$ cat config.mk
export PLATFORM = sky130hd
export DESIGN_NAME = arith_scheduler_flat
export DESIGN_NICKNAME = d
export VERILOG_FILES = /design/src/rtl/arith_scheduler_if.sv /design/src/rtl/arith_scheduler.sv /design/src/flat_wrapper.sv
export SDC_FILE = /design/constraint.sdc
export NUM_CORES = 1
export LEC_CHECK = 0
export BUFFER_PORTS_ARGS = -buffer_cell sky130_fd_sc_hd__buf_2
export CAP_MARGIN = 20
export CORE_MARGIN = 2
export CORE_UTILIZATION = 23
export DETAILED_ROUTE_END_ITERATION = 10
export PLACE_DENSITY_LB_ADDON = 0.3
export SLEW_MARGIN = 40
export SYNTH_ARGS = -nofsm -noshare
export SYNTH_HDL_FRONTEND = slang
export SYNTH_SLANG_ARGS = --single-unit
$ cat constraint.sdc
create_clock -name clk -period 5.47 [get_ports clk]
set_clock_uncertainty 0.2 [all_clocks]
set_input_delay 0 -clock clk [delete_from_list [all_inputs] [get_ports clk]]
set_output_delay 0 -clock clk [all_outputs]
set_load 0.1 [all_outputs]
$ cat src/rtl/arith_scheduler_if.sv
// Command and response handshake bundle between a requester and the arith_scheduler.
interface arith_scheduler_if;
  logic        cmd_valid;
  logic        cmd_ready;
  logic        cmd_op;
  logic [7:0]  cmd_a;
  logic [7:0]  cmd_b;
  logic        rsp_valid;
  logic        rsp_ready;
  logic        rsp_op;
  logic [15:0] rsp_data;

  modport master (
    output cmd_valid, cmd_op, cmd_a, cmd_b, rsp_ready,
    input  cmd_ready, rsp_valid, rsp_op, rsp_data
  );

  modport slave (
    input  cmd_valid, cmd_op, cmd_a, cmd_b, rsp_ready,
    output cmd_ready, rsp_valid, rsp_op, rsp_data
  );
endinterface

$ cat src/rtl/arith_scheduler.sv
// Command scheduler for the multiplier and cube-root units sharing one 16-bit adder.
//
// state  | meaning
// IDLE   | waiting for a queued command and a free response slot
// ISSUE  | start pulse to the selected unit
// ARM    | guard cycle while the unit's registered busy settles
// WAIT   | unit running; capture result when busy drops
module arith_scheduler #(
  parameter int DEPTH = 2,
  parameter int AW    = 1
) (
  input  logic               clk,
  input  logic               rst,
  arith_scheduler_if.slave   bus,
  output logic [7:0]         mul_a_o,
  output logic [7:0]         mul_b_o,
  output logic               mul_start_o,
  input  logic               mul_busy_i,
  input  logic [15:0]        mul_result_i,
  input  logic [15:0]        mul_add_a_i,
  input  logic [15:0]        mul_add_b_i,
  output logic [7:0]         cbrt_x_o,
  output logic               cbrt_start_o,
  input  logic               cbrt_busy_i,
  input  logic [2:0]         cbrt_result_i,
  input  logic [15:0]        cbrt_add_a_i,
  input  logic [15:0]        cbrt_add_b_i,
  output logic [15:0]        add_a_o,
  output logic [15:0]        add_b_o
);

  typedef enum logic [1:0] {S_IDLE, S_ISSUE, S_ARM, S_WAIT} state_t;

  state_t          state_q, state_d;
  logic [16:0]     mem_q [DEPTH];
  logic [AW-1:0]   wr_ptr_q, rd_ptr_q;
  logic [AW:0]     count_q;
  logic            job_op_q;
  logic [7:0]      job_a_q, job_b_q;
  logic            rsp_valid_q, rsp_op_q;
  logic [15:0]     rsp_data_q;
  logic            push, pop, capture, empty, full, sel_busy;

  assign empty    = (count_q == '0);
  assign full     = (count_q == (AW+1)'(DEPTH));
  assign push     = bus.cmd_valid && !full;
  assign sel_busy = job_op_q ? cbrt_busy_i : mul_busy_i;

  assign bus.cmd_ready = !full;
  assign bus.rsp_valid = rsp_valid_q;
  assign bus.rsp_op    = rsp_op_q;
  assign bus.rsp_data  = rsp_data_q;
  assign mul_a_o       = job_a_q;
  assign mul_b_o       = job_b_q;
  assign cbrt_x_o      = job_a_q;

  // FIFO storage; validity is tracked by the pointers, so contents need no reset
  always_ff @(posedge clk) begin
    if (push) mem_q[wr_ptr_q] <= {bus.cmd_op, bus.cmd_a, bus.cmd_b};
  end

  // FIFO pointers and occupancy
  always_ff @(posedge clk or posedge rst) begin
    if (rst) begin
      wr_ptr_q <= '0;
      rd_ptr_q <= '0;
      count_q  <= '0;
    end else begin
      if (push) wr_ptr_q <= wr_ptr_q + 1'b1;
      if (pop)  rd_ptr_q <= rd_ptr_q + 1'b1;
      case ({push, pop})
        2'b10:   count_q <= count_q + 1'b1;
        2'b01:   count_q <= count_q - 1'b1;
        default: count_q <= count_q;
      endcase
    end
  end

  // FSM state register
  always_ff @(posedge clk or posedge rst) begin
    if (rst) state_q <= S_IDLE;
    else     state_q <= state_d;
  end

  // Next state, start pulses and adder routing
  always_comb begin
    state_d      = state_q;
    pop          = 1'b0;
    capture      = 1'b0;
    mul_start_o  = 1'b0;
    cbrt_start_o = 1'b0;
    add_a_o      = '0;
    add_b_o      = '0;
    case (state_q)
      S_IDLE: begin
        if (!empty && (!rsp_valid_q || bus.rsp_ready)) begin
          pop     = 1'b1;
          state_d = S_ISSUE;
        end
      end
      S_ISSUE: begin
        mul_start_o  = !job_op_q;
        cbrt_start_o = job_op_q;
        state_d      = S_ARM;
      end
      S_ARM:  state_d = S_WAIT;
      S_WAIT: begin
        if (!sel_busy) begin
          capture = 1'b1;
          state_d = S_IDLE;
        end
      end
      default: state_d = S_IDLE;
    endcase
    if (state_q != S_IDLE) begin
      add_a_o = job_op_q ? cbrt_add_a_i : mul_add_a_i;
      add_b_o = job_op_q ? cbrt_add_b_i : mul_add_b_i;
    end
  end

  // Job registers, loaded only when a command is popped
  always_ff @(posedge clk or posedge rst) begin
    if (rst) begin
      job_op_q <= 1'b0;
      job_a_q  <= '0;
      job_b_q  <= '0;
    end else if (pop) begin
      {job_op_q, job_a_q, job_b_q} <= mem_q[rd_ptr_q];
    end
  end

  // Response slot; a fresh capture takes priority over a retire
  always_ff @(posedge clk or posedge rst) begin
    if (rst) begin
      rsp_valid_q <= 1'b0;
      rsp_op_q    <= 1'b0;
      rsp_data_q  <= '0;
    end else if (capture) begin
      rsp_valid_q <= 1'b1;
      rsp_op_q    <= job_op_q;
      rsp_data_q  <= job_op_q ? {13'd0, cbrt_result_i} : mul_result_i;
    end else if (rsp_valid_q && bus.rsp_ready) begin
      rsp_valid_q <= 1'b0;
    end
  end

endmodule
$ cat src/flat_wrapper.sv
// flat-port wrapper written by rule: the top's interface ports become plain ports
module arith_scheduler_flat 
#(
  parameter int DEPTH = 2,
  parameter int AW    = 1
)
  (clk, rst, mul_a_o, mul_b_o, mul_start_o, mul_busy_i, mul_result_i, mul_add_a_i, mul_add_b_i, cbrt_x_o, cbrt_start_o, cbrt_busy_i, cbrt_result_i, cbrt_add_a_i, cbrt_add_b_i, add_a_o, add_b_o, bus_cmd_valid, bus_cmd_op, bus_cmd_a, bus_cmd_b, bus_rsp_ready, bus_cmd_ready, bus_rsp_valid, bus_rsp_op, bus_rsp_data);
  arith_scheduler_if bus_i ();
  input  logic clk;
  input  logic rst;
  output logic [7:0] mul_a_o;
  output logic [7:0] mul_b_o;
  output logic mul_start_o;
  input  logic mul_busy_i;
  input  logic [15:0] mul_result_i;
  input  logic [15:0] mul_add_a_i;
  input  logic [15:0] mul_add_b_i;
  output logic [7:0] cbrt_x_o;
  output logic cbrt_start_o;
  input  logic cbrt_busy_i;
  input  logic [2:0] cbrt_result_i;
  input  logic [15:0] cbrt_add_a_i;
  input  logic [15:0] cbrt_add_b_i;
  output logic [15:0] add_a_o;
  output logic [15:0] add_b_o;
  input wire logic [$bits(bus_i.cmd_valid)-1:0] bus_cmd_valid;
  input wire logic [$bits(bus_i.cmd_op)-1:0] bus_cmd_op;
  input wire logic [$bits(bus_i.cmd_a)-1:0] bus_cmd_a;
  input wire logic [$bits(bus_i.cmd_b)-1:0] bus_cmd_b;
  input wire logic [$bits(bus_i.rsp_ready)-1:0] bus_rsp_ready;
  output wire logic [$bits(bus_i.cmd_ready)-1:0] bus_cmd_ready;
  output wire logic [$bits(bus_i.rsp_valid)-1:0] bus_rsp_valid;
  output wire logic [$bits(bus_i.rsp_op)-1:0] bus_rsp_op;
  output wire logic [$bits(bus_i.rsp_data)-1:0] bus_rsp_data;
  assign bus_i.cmd_valid = bus_cmd_valid;
  assign bus_i.cmd_op = bus_cmd_op;
  assign bus_i.cmd_a = bus_cmd_a;
  assign bus_i.cmd_b = bus_cmd_b;
  assign bus_i.rsp_ready = bus_rsp_ready;
  assign bus_cmd_ready = bus_i.cmd_ready;
  assign bus_rsp_valid = bus_i.rsp_valid;
  assign bus_rsp_op = bus_i.rsp_op;
  assign bus_rsp_data = bus_i.rsp_data;
  arith_scheduler #(.DEPTH(DEPTH), .AW(AW)) u_core (.clk(clk), .rst(rst), .bus(bus_i), .mul_a_o(mul_a_o), .mul_b_o(mul_b_o), .mul_start_o(mul_start_o), .mul_busy_i(mul_busy_i), .mul_result_i(mul_result_i), .mul_add_a_i(mul_add_a_i), .mul_add_b_i(mul_add_b_i), .cbrt_x_o(cbrt_x_o), .cbrt_start_o(cbrt_start_o), .cbrt_busy_i(cbrt_busy_i), .cbrt_result_i(cbrt_result_i), .cbrt_add_a_i(cbrt_add_a_i), .cbrt_add_b_i(cbrt_add_b_i), .add_a_o(add_a_o), .add_b_o(add_b_o));
endmodule
==> impl_results.md <==
- Vias in the first global route: about 2,700
- Delay-heaviest family, CP: buffers and inverters
- Register area: about 2000 µm²
- Total Routed Length: 8.886 mm
- Cell area after synthesis: 3542 µm²
- Slowest stage delay, CP: 0.78 ns
- GRT Total Usage: 10.35%
- GP Congestion: slightly below 0.7
- Site Rows: 45
- Die Y: 128.1 µm
- Placed cell area: about 4500 µm²
- Startpoint class of the critical path: register
- PortBufs: about 180
- Antenna Violating Nets Remaining: 0
- Root Driver: clkbuf_16
- Slew headroom: 57.02%
- Post-route cell area: 5294 µm²
- DR WL/cell: 12.59 µm
- Maximum root-to-sink buffer count: 2
- # diodes: 0
- 1st-iter DRT viols: 73
- Core area: 15,150 µm²
- Ys async rst share: between 50 and 60%
- Post-synth EDFFs: 34
- Final Worst Setup Slack: roughly 3.0 ns
- Worst Setup End Kind: output pin
- Fillers: ~1,500
- CTS sink cnt: 75
- Crit Path Max Fanout: 29
- Dpl ws: 2.968 ns
- H-tree lvl count: 3
- Post-synthesis sequential area ratio: 57.79%
- # IOs: 183
- Die width: 128.1 µm
- CTS clock-pin slew for the worst setup and hold paths: 0.06 ns
- Residual DRC: 0
- Yosys reg bits: 75
- Post-cts sizing count: 0
- Final Hold Vio Count: 0
- Dpl cells: around 650
- Largest net degree at the start of global routing: 42
- Post-synthesis cell type count: 26
- Via-per-instance ratio: 4.041
- First-pass GRT wire length: between 10 and 15 mm
- Fmax: 398.4 MHz
- Count of final max-slew check failures: 0
- Post-route minimum period: 2.510 ns
- Synth Flop Type: dfrtp_1
- Yosys warning count: 0
- WP buf/inv: 2
- Syn-to-layout area delta: 49.45%
- CTS tree: built
- Mapped Cells: 302
- Endpoints failing setup: 0
- Layout cells sized above 1: 42.66%
- Critical path class: register to output pin
- CP arrival: 2.31 ns
- Multi-input gate area: roughly 1300 µm²
- Synth Net Count: 413
- Detailed-router iteration count before antenna repair: 5
- Final #Nets: 624
- Hold WC Path Type: input port to async pin
- Fin crit share: a little under half
- Grt ovf: 0
- Final non-filler cell total: 706
- Outcome: completed
- Critical-path cell list: buf_4 -> mux2i_1 -> nor2_1 -> buf_2
- Mean Syn Cell Area: roughly 12 µm²
- Starting Density: 23.39%
- Worst skew pair latency: about 0.33 ns
- Worst Path Required: 5.27 ns
- Final TNS setup: 0 ns
- DR vias: roughly 2,900
- Slowest CP cell: dfrtp_2
- Die area: 16,410 µm²
- DP HPWL: 6.213 mm
- Initial antenna violation count: 0
- CTS Buf Count: 9
- Max Cap Viol: 0
- Unrepaired setup endpoints after global routing: no
- Tightest Pin Transition: 0.6448 ns
-- metal layers --
| layer | vias to the layer above | part of all wire, % | wire length, µm | GRT usage [%] |
|---|---|---|---|---|
| li1 | 1453 | - | - | - |
| met1 | 1285 | 42 | 3770 | 11.81 |
| met2 | 105 | 50 | 4408 | 17.99 |
| met3 | 10 | 6.8 | 606 | 3.840 |
| met4 | 0 | 1.1 | 100 | 3.297 |
| met5 | - | 0 | 0 | 0 |
-- placed cells by master, fill, tap and decap left out --
master	netlist	layout
ha_1	5	4
nor2b_1	1	1
mux2_2	1	1
a22o_1	1	1
mux2_4	1	1
a22oi_1	1	1
buf_2	7	182
bufinv_16	0	2
or2_1	1	1
and3_2	0	1
inv_6	0	2
dfrtp_1	41	39
buf_4	8	3
and2_1	1	1
clkinv_1	0	1
o21ai_2	13	13
nand2b_1	15	15
o21ai_0	20	20
mux2i_1	52	52
ha_2	0	1
clkinv_4	0	2
xnor2_1	4	4
dlygate4sd3_1	0	42
inv_1	5	4
clkbuf_16	0	9
inv_4	0	1
o211ai_1	1	1
dfrtp_2	0	2
edfxtp_1	34	34
nor2_4	0	1
nor2_1	36	35
o21ai_1	3	3
nand2_1	37	37
xor2_1	1	1
-- Yosys cell counts, types with 3 or more instances --
master / n / share of area (%)
clkbuf_1: 7 / 0.74
ha_1: 5 / 1.8
mux2i_1: 52 / 15
o21ai_1: 3 / 0.42
buf_6: 5 / 1.6
o21ai_0: 20 / 2.8
nor2_1: 36 / 3.8
nand2b_1: 15 / 2.6
o21ai_2: 13 / 3.2
buf_4: 8 / 1.7
xnor2_1: 4 / 0.99
edfxtp_1: 34 / 29
dfrtp_1: 41 / 29
inv_1: 5 / 0.53
buf_2: 7 / 0.99
nand2_1: 37 / 3.9
-- worst reg2reg max path, stage by stage (launching register included) --
cell	delay, ns
dfrtp_1	0.40
inv_1	0.12
ha_2	0.61
o211ai_1	0.17
buf_4	0.28
inv_1	0.09
ha_1	0.25
nor2_1	0.13
xor2_1	0.14
-- worst paths after layout --
path,startpoint,endpoint,slack [ns],cells after the start
min in group clk,bus_cmd_a[5],u_core.mem_q[1][13],0.19,2
setup / recovery,u_core.job_op_q,add_a_o[3],2.96,4
max in group asynchronous,rst,u_core.job_op_q,4.59,3
hold reg to reg,u_core.bus.rsp_data[15],u_core.bus.rsp_data[15],0.27,2
setup reg to reg,u_core.state_q[0],u_core.count_q[1],2.98,8
hold / removal,rst,u_core.mul_b_o[5],0.08,3
-- per-stage QoR --
| step | hold WS, ns | utilization [%] |
|---|---|---|
| finish | 0.07864 | 34.95 |
| global route | 0.1384 | 34.95 |
| CTS | 0.08378 | 34.95 |
| detailed placement | -0.1019 | 30.04 |
| global placement | -0.009989 | 29.95 |
| floorplan | -0.1011 | - |
-- timing repair --
| item | 4_1_cts | 5_1_grt |
|---|---|---|
| hold buffers | 42 | 0 |
| buffers inserted | 0 | 0 |
| endpoints found under the hold margin | 96 | 0 |
-- kinds of logic after synthesis --
group | share of synthesized area (%)
AO/OA/AOI/OAI | 7.136
flip-flops | 57.79
adder cells (fa/ha/maj) | 1.766
XOR/XNOR | 1.236
buffers and inverters | 5.546
multiplexers | 15.44
AND/OR/NAND/NOR | 11.09
-- final cells by class --
class / count / share of cell area [%]
tap: 188 / 4.443
multi-input combinational: 195 / 24.75
clock inverter: 7 / 1.867
timing repair buffer: 227 / 25.57
sequential: 75 / 38.71
inverter: 5 / 0.4018
clock buffer: 9 / 4.254
-- sequential cells by signal, indices dropped and copies added, names as in the netlist --
signal,count
u_core.bus.rsp_valid,1
u_core.rd_ptr_q,1
u_core.bus.rsp_op,1
u_core.wr_ptr_q,1
u_core.cbrt_x_o,8
u_core.mem_q,34
u_core.bus.rsp_data,16
u_core.mul_b_o,8
u_core.job_op_q,1
u_core.state_q,2
u_core.count_q,2
Power is not shown: default switching activity piles up to over one toggle a cycle in this logic, so the estimate is an artifact.
